[src/rtl/alu_pipe.sv]
// alu_pipe: DATA_WIDTH-generic ALU with a ready/valid handshake on both sides.
// Holds one result in an output buffer that can be stalled by the consumer.
// MUL is an iterative shift-add multiplier that takes DATA_WIDTH cycles.
//
// state    | meaning
// ---------+------------------------------------------------------------
// IDLE     | can accept a request when the result buffer is free/draining
// MUL_BUSY | shift-add multiply in progress, one partial product per cycle
module alu_pipe #(
  parameter int DATA_WIDTH = 8,
  parameter bit MUL_ENABLE = 1'b1
) (
  input  logic                      CLK,
  input  logic                      RST_N,
  input  logic                      ACT,
  output logic                      ALU_RDY,
  input  logic [3:0]                OP,
  input  logic [1:0]                MOVI,
  input  logic [DATA_WIDTH-1:0]     REG_A,
  input  logic [DATA_WIDTH-1:0]     REG_B,
  input  logic [DATA_WIDTH-1:0]     MEM,
  input  logic [DATA_WIDTH-1:0]     IMM,
  output logic [2*DATA_WIDTH-1:0]   EX_ALU,
  output logic                      EX_ALU_VLD,
  input  logic                      EX_ALU_RDY
);

  localparam int W  = DATA_WIDTH;
  localparam int RW = 2 * DATA_WIDTH;
  localparam int CW = $clog2(W + 1);

  localparam logic [3:0] OP_ADD  = 4'd0;
  localparam logic [3:0] OP_SUB  = 4'd1;
  localparam logic [3:0] OP_MUL  = 4'd2;
  localparam logic [3:0] OP_SHL  = 4'd3;
  localparam logic [3:0] OP_SHR  = 4'd4;
  localparam logic [3:0] OP_ROL  = 4'd5;
  localparam logic [3:0] OP_ROR  = 4'd6;
  localparam logic [3:0] OP_NOT  = 4'd7;
  localparam logic [3:0] OP_AND  = 4'd8;
  localparam logic [3:0] OP_OR   = 4'd9;
  localparam logic [3:0] OP_XOR  = 4'd10;
  localparam logic [3:0] OP_NAND = 4'd11;
  localparam logic [3:0] OP_NOR  = 4'd12;
  localparam logic [3:0] OP_XNOR = 4'd13;
  localparam logic [3:0] OP_INC  = 4'd14;
  localparam logic [3:0] OP_DEC  = 4'd15;

  typedef enum logic {IDLE, MUL_BUSY} state_t;

  state_t          state_q, state_d;
  logic [RW-1:0]   res_q, res_d;
  logic            vld_q, vld_d;
  logic [RW-1:0]   mcand_q, mcand_d;
  logic [W-1:0]    mplier_q, mplier_d;
  logic [RW-1:0]   acc_q, acc_d;
  logic [CW-1:0]   cnt_q, cnt_d;

  logic [W-1:0]    b_op;
  logic [W:0]      wide_res;
  logic [W-1:0]    narrow_res;
  logic            use_wide;
  logic [RW-1:0]   alu_res;
  logic [RW-1:0]   partial;
  logic            accept;
  logic            mul_start;

  // Operand B source select; the reserved encoding yields zero.
  always_comb begin
    b_op = '0;
    case (MOVI)
      2'd0:    b_op = REG_B;
      2'd1:    b_op = MEM;
      2'd2:    b_op = IMM;
      default: b_op = '0;
    endcase
  end

  // Single-cycle result: carry/borrow ops produce W+1 bits, logic ops W bits.
  always_comb begin
    wide_res   = '0;
    narrow_res = '0;
    use_wide   = 1'b0;
    case (OP)
      OP_ADD:  begin use_wide = 1'b1; wide_res = {1'b0, REG_A} + {1'b0, b_op}; end
      OP_SUB:  begin use_wide = 1'b1; wide_res = {1'b0, REG_A} - {1'b0, b_op}; end
      OP_SHL:  begin use_wide = 1'b1; wide_res = {REG_A, 1'b0}; end
      OP_INC:  begin use_wide = 1'b1; wide_res = {1'b0, REG_A} + {{W{1'b0}}, 1'b1}; end
      OP_DEC:  begin use_wide = 1'b1; wide_res = {1'b0, REG_A} - {{W{1'b0}}, 1'b1}; end
      OP_SHR:  narrow_res = REG_A >> 1;
      OP_ROL:  narrow_res = {REG_A[W-2:0], REG_A[W-1]};
      OP_ROR:  narrow_res = {REG_A[0], REG_A[W-1:1]};
      OP_NOT:  narrow_res = ~REG_A;
      OP_AND:  narrow_res = REG_A & b_op;
      OP_OR:   narrow_res = REG_A | b_op;
      OP_XOR:  narrow_res = REG_A ^ b_op;
      OP_NAND: narrow_res = ~(REG_A & b_op);
      OP_NOR:  narrow_res = ~(REG_A | b_op);
      OP_XNOR: narrow_res = ~(REG_A ^ b_op);
      default: narrow_res = '0;
    endcase
    if (use_wide) alu_res = {{(RW-W-1){1'b0}}, wide_res};
    else          alu_res = {{(RW-W){1'b0}}, narrow_res};
  end

  // Handshake: only take a request when idle and the buffer will be free.
  always_comb begin
    ALU_RDY   = RST_N && (state_q == IDLE) && (!vld_q || EX_ALU_RDY);
    accept    = ACT && ALU_RDY;
    mul_start = accept && (OP == OP_MUL) && MUL_ENABLE;
    partial   = mplier_q[0] ? mcand_q : '0;
  end

  // Next state, result buffer and multiplier datapath.
  always_comb begin
    state_d  = state_q;
    res_d    = res_q;
    vld_d    = vld_q && !EX_ALU_RDY;
    mcand_d  = mcand_q;
    mplier_d = mplier_q;
    acc_d    = acc_q;
    cnt_d    = cnt_q;
    case (state_q)
      IDLE: begin
        if (mul_start) begin
          state_d  = MUL_BUSY;
          mcand_d  = {{(RW-W){1'b0}}, REG_A};
          mplier_d = b_op;
          acc_d    = '0;
          cnt_d    = CW'(W);
        end else if (accept) begin
          res_d = alu_res;
          vld_d = 1'b1;
        end
      end
      MUL_BUSY: begin
        acc_d    = acc_q + partial;
        mcand_d  = mcand_q << 1;
        mplier_d = mplier_q >> 1;
        cnt_d    = cnt_q - 1'b1;
        if (cnt_q == CW'(1)) begin
          // Buffer is guaranteed empty here: acceptance required it free.
          res_d   = acc_q + partial;
          vld_d   = 1'b1;
          state_d = IDLE;
        end
      end
      default: state_d = IDLE;
    endcase
  end

  // State and datapath registers; reset discards any in-flight multiply.
  always_ff @(posedge CLK or negedge RST_N) begin
    if (!RST_N) begin
      state_q  <= IDLE;
      res_q    <= '0;
      vld_q    <= 1'b0;
      mcand_q  <= '0;
      mplier_q <= '0;
      acc_q    <= '0;
      cnt_q    <= '0;
    end else begin
      state_q  <= state_d;
      res_q    <= res_d;
      vld_q    <= vld_d;
      mcand_q  <= mcand_d;
      mplier_q <= mplier_d;
      acc_q    <= acc_d;
      cnt_q    <= cnt_d;
    end
  end

  assign EX_ALU     = res_q;
  assign EX_ALU_VLD = vld_q;

endmodule
[config.mk]
export PLATFORM = sky130hd
export DESIGN_NAME = alu_pipe
export DESIGN_NICKNAME = d
export VERILOG_FILES = /design/src/rtl/alu_pipe.sv
export SDC_FILE = /design/constraint.sdc
export NUM_CORES = 1
export LEC_CHECK = 0
export CORE_ASPECT_RATIO = 1.75
export CORE_MARGIN = 2
export CORE_UTILIZATION = 50
export DETAILED_ROUTE_END_ITERATION = 6
export PLACE_DENSITY = 0.72
export SYNTH_ARGS = -nofsm -noshare
export SYNTH_HDL_FRONTEND = slang
export SYNTH_SLANG_ARGS = --single-unit
[constraint.sdc]
create_clock -name CLK -period 4.63 [get_ports CLK]
set_input_delay 0.463 -clock CLK [delete_from_list [all_inputs] [get_ports CLK]]
set_output_delay 0.463 -clock CLK [all_outputs]
set_load 0.05 [all_outputs]
After elaboration in Yosys (flattened, before gate mapping)
Cells that the tools add are included.

word-level totals
  register bits after elaboration = 62
  bits in latches = 0
  memory bits (writable) = 0
  memory bits (read-only) = 0
  input bits = 42
  output and inout bits = 18
  logic and storage cells = 80
  memories kept = 0

cells by class
  add/subtract/negate cells = 6
  multipliers = 0
  div/mod/pow operators = 0
  order comparisons = 0
  equal/unequal tests = 22
  shift-type cells = 0
  muxes and demuxes = 25
  bitwise gates (word level) = 8
  reductions and logical operators = 12

operator list
  operator                                          count
  2-to-1 mux 16 bit                                 6
  one-hot mux 16 bit (2 select lines)               3
  one-hot mux 8 bit (10 select lines)               1
  one-hot mux 9 bit (5 select lines)                1
  == test 4 bit, second input constant              8
  inverter 8 bit                                    4
  one-hot mux 8 bit (3 select lines)                1
  adder 16 bit                                      1
  == test 4 x 3 -> 1 bit, second input constant     4
  one-hot mux 8 bit (2 select lines)                1
  adder 8 x 1 -> 9 bit, second input constant       1
  adder 8 x 8 -> 9 bit                              1
  2-to-1 mux 9 bit                                  1
  subtractor 8 x 1 -> 9 bit, second input constant  1
  subtractor 8 x 8 -> 9 bit                         1
  AND 8 bit                                         1
  == test 4 x 1 -> 1 bit, second input constant     2
  == test 4 x 2 -> 1 bit, second input constant     2
  2-to-1 mux 8 bit                                  1
  OR 8 bit                                          1
  one-hot mux 4 bit (2 select lines)                1
  bitwise XOR 8 bit                                 1
  2-to-1 mux 1 bit                                  6
  inequality test 2 bit, second input constant      3
  14 further kinds                                  20

Logic depth before layout (Yosys ltp)
  word-level depth = 9
  mapped depth = 18
  mapped depth without buffers = 16

Least setup slack after synthesis
OpenSTA, ideal clock, no wires.

  path type = input port to flip-flop
  from = input MOVI[1]
  to = register res_q[8], in the netlist EX_ALU[8]
  library setup time = 0.122 ns
  arrival time = 3.385 ns
  slack = 1.123 ns
  stages = 16
  buffers on the path = 1
  cells stage by stage = buf_6 > mux2i_1 > a2bb2oi_2 > ha_1 > nor3_1 > a21oi_1 > nor2_1 > a221oi_1 > ha_1 > a21o_1 > a21o_1 > a2111o_1 > a31oi_1 > xnor2_1 > a211oi_2 > nor2_1

between the ends
  word-level cells in the longest chain between the ends = 8
  elaborated cells on any way between the ends = 11

ends and longest elaborated chain
  element                                                                   line    source
  start, declared                                                           18      input logic [1:0] MOVI,
  == test 2 bit (tied with other cells)                                     71      case (MOVI)
  one-hot mux 8 bit (3 select lines) (*)                                    71
  subtractor 8 x 8 -> 9 bit / adder 8 x 8 -> 9 bit (equally long branches)  86, 85
  one-hot mux 9 bit (5 select lines) (*)                                    84      case (OP)
  2-to-1 mux 9 bit (*)                                                      102     if (use_wide) alu_res = {{(RW-W-1){1'b0}}, wide_res};
  2-to-1 mux 16 bit (*)                                                     131     end else if (accept) begin
  2-to-1 mux 16 bit (*)                                                     125     if (mul_start) begin
  one-hot mux 16 bit (2 select lines) (*)                                   123     case (state_q)
  end signal, assigned                                                      164     res_q <= res_d;
  end, declared                                                             52      logic [RW-1:0] res_q, res_d;

Every way passes the cells marked *; elsewhere a longest branch is shown, timed or not. The select of a mux whose other input is x is not followed.
A chain may end at the register's enable or synchronous reset.

Worst setup path in the final report
Ends and elaborated chain as after synthesis.

==> results.toml <==
[worst_setup_path]
critical_path_required_ns = 4.84
worstPathArrival_ns = 4.25
r2r-end = "EX_ALU[14]"
critPathMaxFanout = 8
worstSetupStartpointType = "primary input"
reg2reg_from = "mplier_q[0]"
reg2reg_slack_ns = 1.52
end_kind = "flip-flop"
path_class = "primary input to flip-flop"
r2r_cells = 10

[placement]
place_inst = 809
io_buffers = 59
dp_slack_ns = 0.292
gp_congestion = 0.949
dp_hpwl_um = 12500

[layout]
nets = 780
area_delta_synth_final_pct = 20.1
stdcell_count = 826
fillers = 911
finish.utilization = 0.618
drive_gt1_frac = 0.0944
antennaDiodeCount = 0

[route]
drt_wl_total_um = 16600
drtAntennaViolNets = 0
via_count = 5135
avgRoutedWirePerCell_um = 20.0
vias_per_cell = 6.22
route.detailed.drc = 0
drt-initial-drc-count = 275
dr.pass1.iters = 5

[cts]
cts.sinks = 62
ctsHoldBuffers = 1
cts_tree = "built"
clk_root_buffer_cell = "clkbuf_16"
clock_latency_ns = 0.33
cts_buffer_depth = 2
htreeDepth = 3
cts_setup_buffers = 0
cts.clk_slew.worst_paths_ns = 0.05
cts_made_buffers = 9
cts.repair.resized = 0

[yosys]
yosys_warnings = 0
yosys.area.top_type = "dfrtp_1"
synth_area_sq_um = 5330
synth_edf_count = 0
synth.area.top_cells = "dfrtp_1, ha_1, nand2_1, o21ai_0, nor2_1"
synthDistinctLibCells = 76
synth_cells = 640
synth.top_cell.area_share = 0.291
post-synth-top-count-cell = "nand2_1"
synth-xor-area-share = 0.0362
synth_commonest_cells = "nand2_1, dfrtp_1, nor2_1, ha_1, o21ai_0"
ys_seq_area_frac = 0.291
synth_top_family_by_area = "compound AO/OA/AOI/OAI gates"
synth_ff_type = "dfrtp_1"
synth_nets = 726
muxShareOfSynthArea = 0.0317
synth_fa_ha_area_frac = 0.106
synth_compound_area_frac = 0.288
async_reset_ff_frac = 1.00
synthSimpleGateAreaFrac = 0.195
synth_seq_cells = 62
syn_area_per_cell_sq_um = 8.33

[sta]
setup_tns_ns = 0
fin_crit_sh = 0.872
hold_viol = 0
worstMarginPinSlew_ns = 0.857
fin_worst_skew_ns = 0.00671
fin_crit_ns = 4.04
slew_headroom = 0.429
final-setup-viol-count = 0
setup_ws_ns = 0.593
fmax_mhz = 248
grt_setup_unrepaired = "no"
report.final.slew_viol_count = 0

[floorplan]
boundaryPins = 60
die_area_sq_um = 11500
initial_core_util = 0.514
die_h_um = 141
rows = 49
dieWidth_um = 82.0
core_area_sq_um = 10400

[min_path]
hold_path_depth = 2
min_path_type = "flip-flop to flip-flop"
worstHoldStart = "EX_ALU[11]"
holdPathEnd = "EX_ALU[11]"

[global_routing]
grt_pass1_vias = 5210
grt_pass1_wl_um = 26200
grtUsageTotal = 0.297
grt_start_max_net_pins = 59
overflow = 0
antenna_found_initial = 0

[pwr]
power_density_nw_per_um2 = 458
leakagePower_nw = 2.91
finalPower_mw = 2.93
ir_drop_v = 0.000386

[run_status]
status = "finished, final reports clean"

[run]
drv_cap = 0
-- final cells by class --
class / instances / area [sq um] / share of cell area
clock buffer: 13 / 270 / 0.0422
clock inverter: 3 / 65.1 / 0.0102
inverter: 29 / 109 / 0.0170
multi-input combinational: 512 / 3500 / 0.547
sequential: 62 / 1550 / 0.242
tap: 127 / 159 / 0.0248
timing repair buffer: 80 / 746 / 0.116
-- worst max-delay path by stage --
stage            start   endpoint  slack (ns)  cells after the start
2_1_floorplan  MOVI[1]  EX_ALU[8]        1.12                     16
3_3_place_gp   MOVI[1]  EX_ALU[8]        0.43                     16
3_5_place_dp   MOVI[1]  EX_ALU[8]        0.29                     16
4_1_cts        MOVI[1]  EX_ALU[8]        0.61                     16
5_1_grt        MOVI[1]  EX_ALU[8]        0.30                     16
6_report       MOVI[1]  EX_ALU[8]        0.59                     16
-- metal layers --
metal / up-vias / global-route usage / routed length (um)
met1: 2443 / 0.323 / 5950
li1: 2441 / - / -
met3: 59 / 0.0320 / 684
met4: 0 / 0.196 / 1010
met5: - / 0 / 0
met2: 192 / 0.524 / 8920
-- critical path: stages --
cell and delay, ns:
clkdlybuf4s50_1 0.76, mux2i_1 0.29, a2bb2oi_2 0.18, ha_1 0.26, nor3_1 0.08, a21oi_1 0.13, nor2_1 0.06, a221oi_1 0.27
ha_1 0.33, a21o_1 0.18, a21o_1 0.21, a2111o_1 0.41, a31oi_1 0.19, xnor2_1 0.11, a211oi_2 0.24, nor2_1 0.07
-- cell usage in the layout, fill, tap and decap left out, types with 13 or more instances in the layout --
cell / n
o21ai_0: 36
and2_1: 17
a21o_1: 14
buf_4: 20
ha_1: 42
nor3_1: 14
nand3_1: 15
clkdlybuf4s50_1: 58
mux2i_1: 13
inv_1: 22
a21oi_1: 28
nand2_1: 95
xnor2_1: 18
dfrtp_1: 62
nor2_1: 48
o21ai_1: 20
-- flip-flops by register name (all words and copies together) (netlist names) --
register / count
EX_ALU: 16
EX_ALU_VLD: 1
acc_q: 16
cnt_q: 4
mcand_q: 16
mplier_q: 8
state_q: 1
-- per-stage QoR --
| stage | cell area, sq um | hold WS [ns] |
|---|---|---|
| floorplan | 5330 | 0.167 |
| detailed placement | 6060 | 0.308 |
| global placement | 6060 | 0.309 |
| finish | 6400 | 0.475 |
| CTS | 6400 | 0.482 |
| global route | 6400 | 0.497 |
-- cell families (layout without fill, tap and decap cells) --
kind of cell / count (synthesis) / in the layout
muxes: 16 / 16
xor gates and xnor gates: 22 / 22
and+or+nand+nor: 220 / 220
AOI/OAI and AO/OA: 210 / 210
DFF: 62 / 62
adders and majority gates: 44 / 44
buffers and inverters: 66 / 125
-- power breakdown --
group,switching (mW),internal (mW)
clock,0.241,0.514
combinational,0.826,0.488
sequential,0.141,0.720
Note: power is estimated with default switching activity, not from simulation.
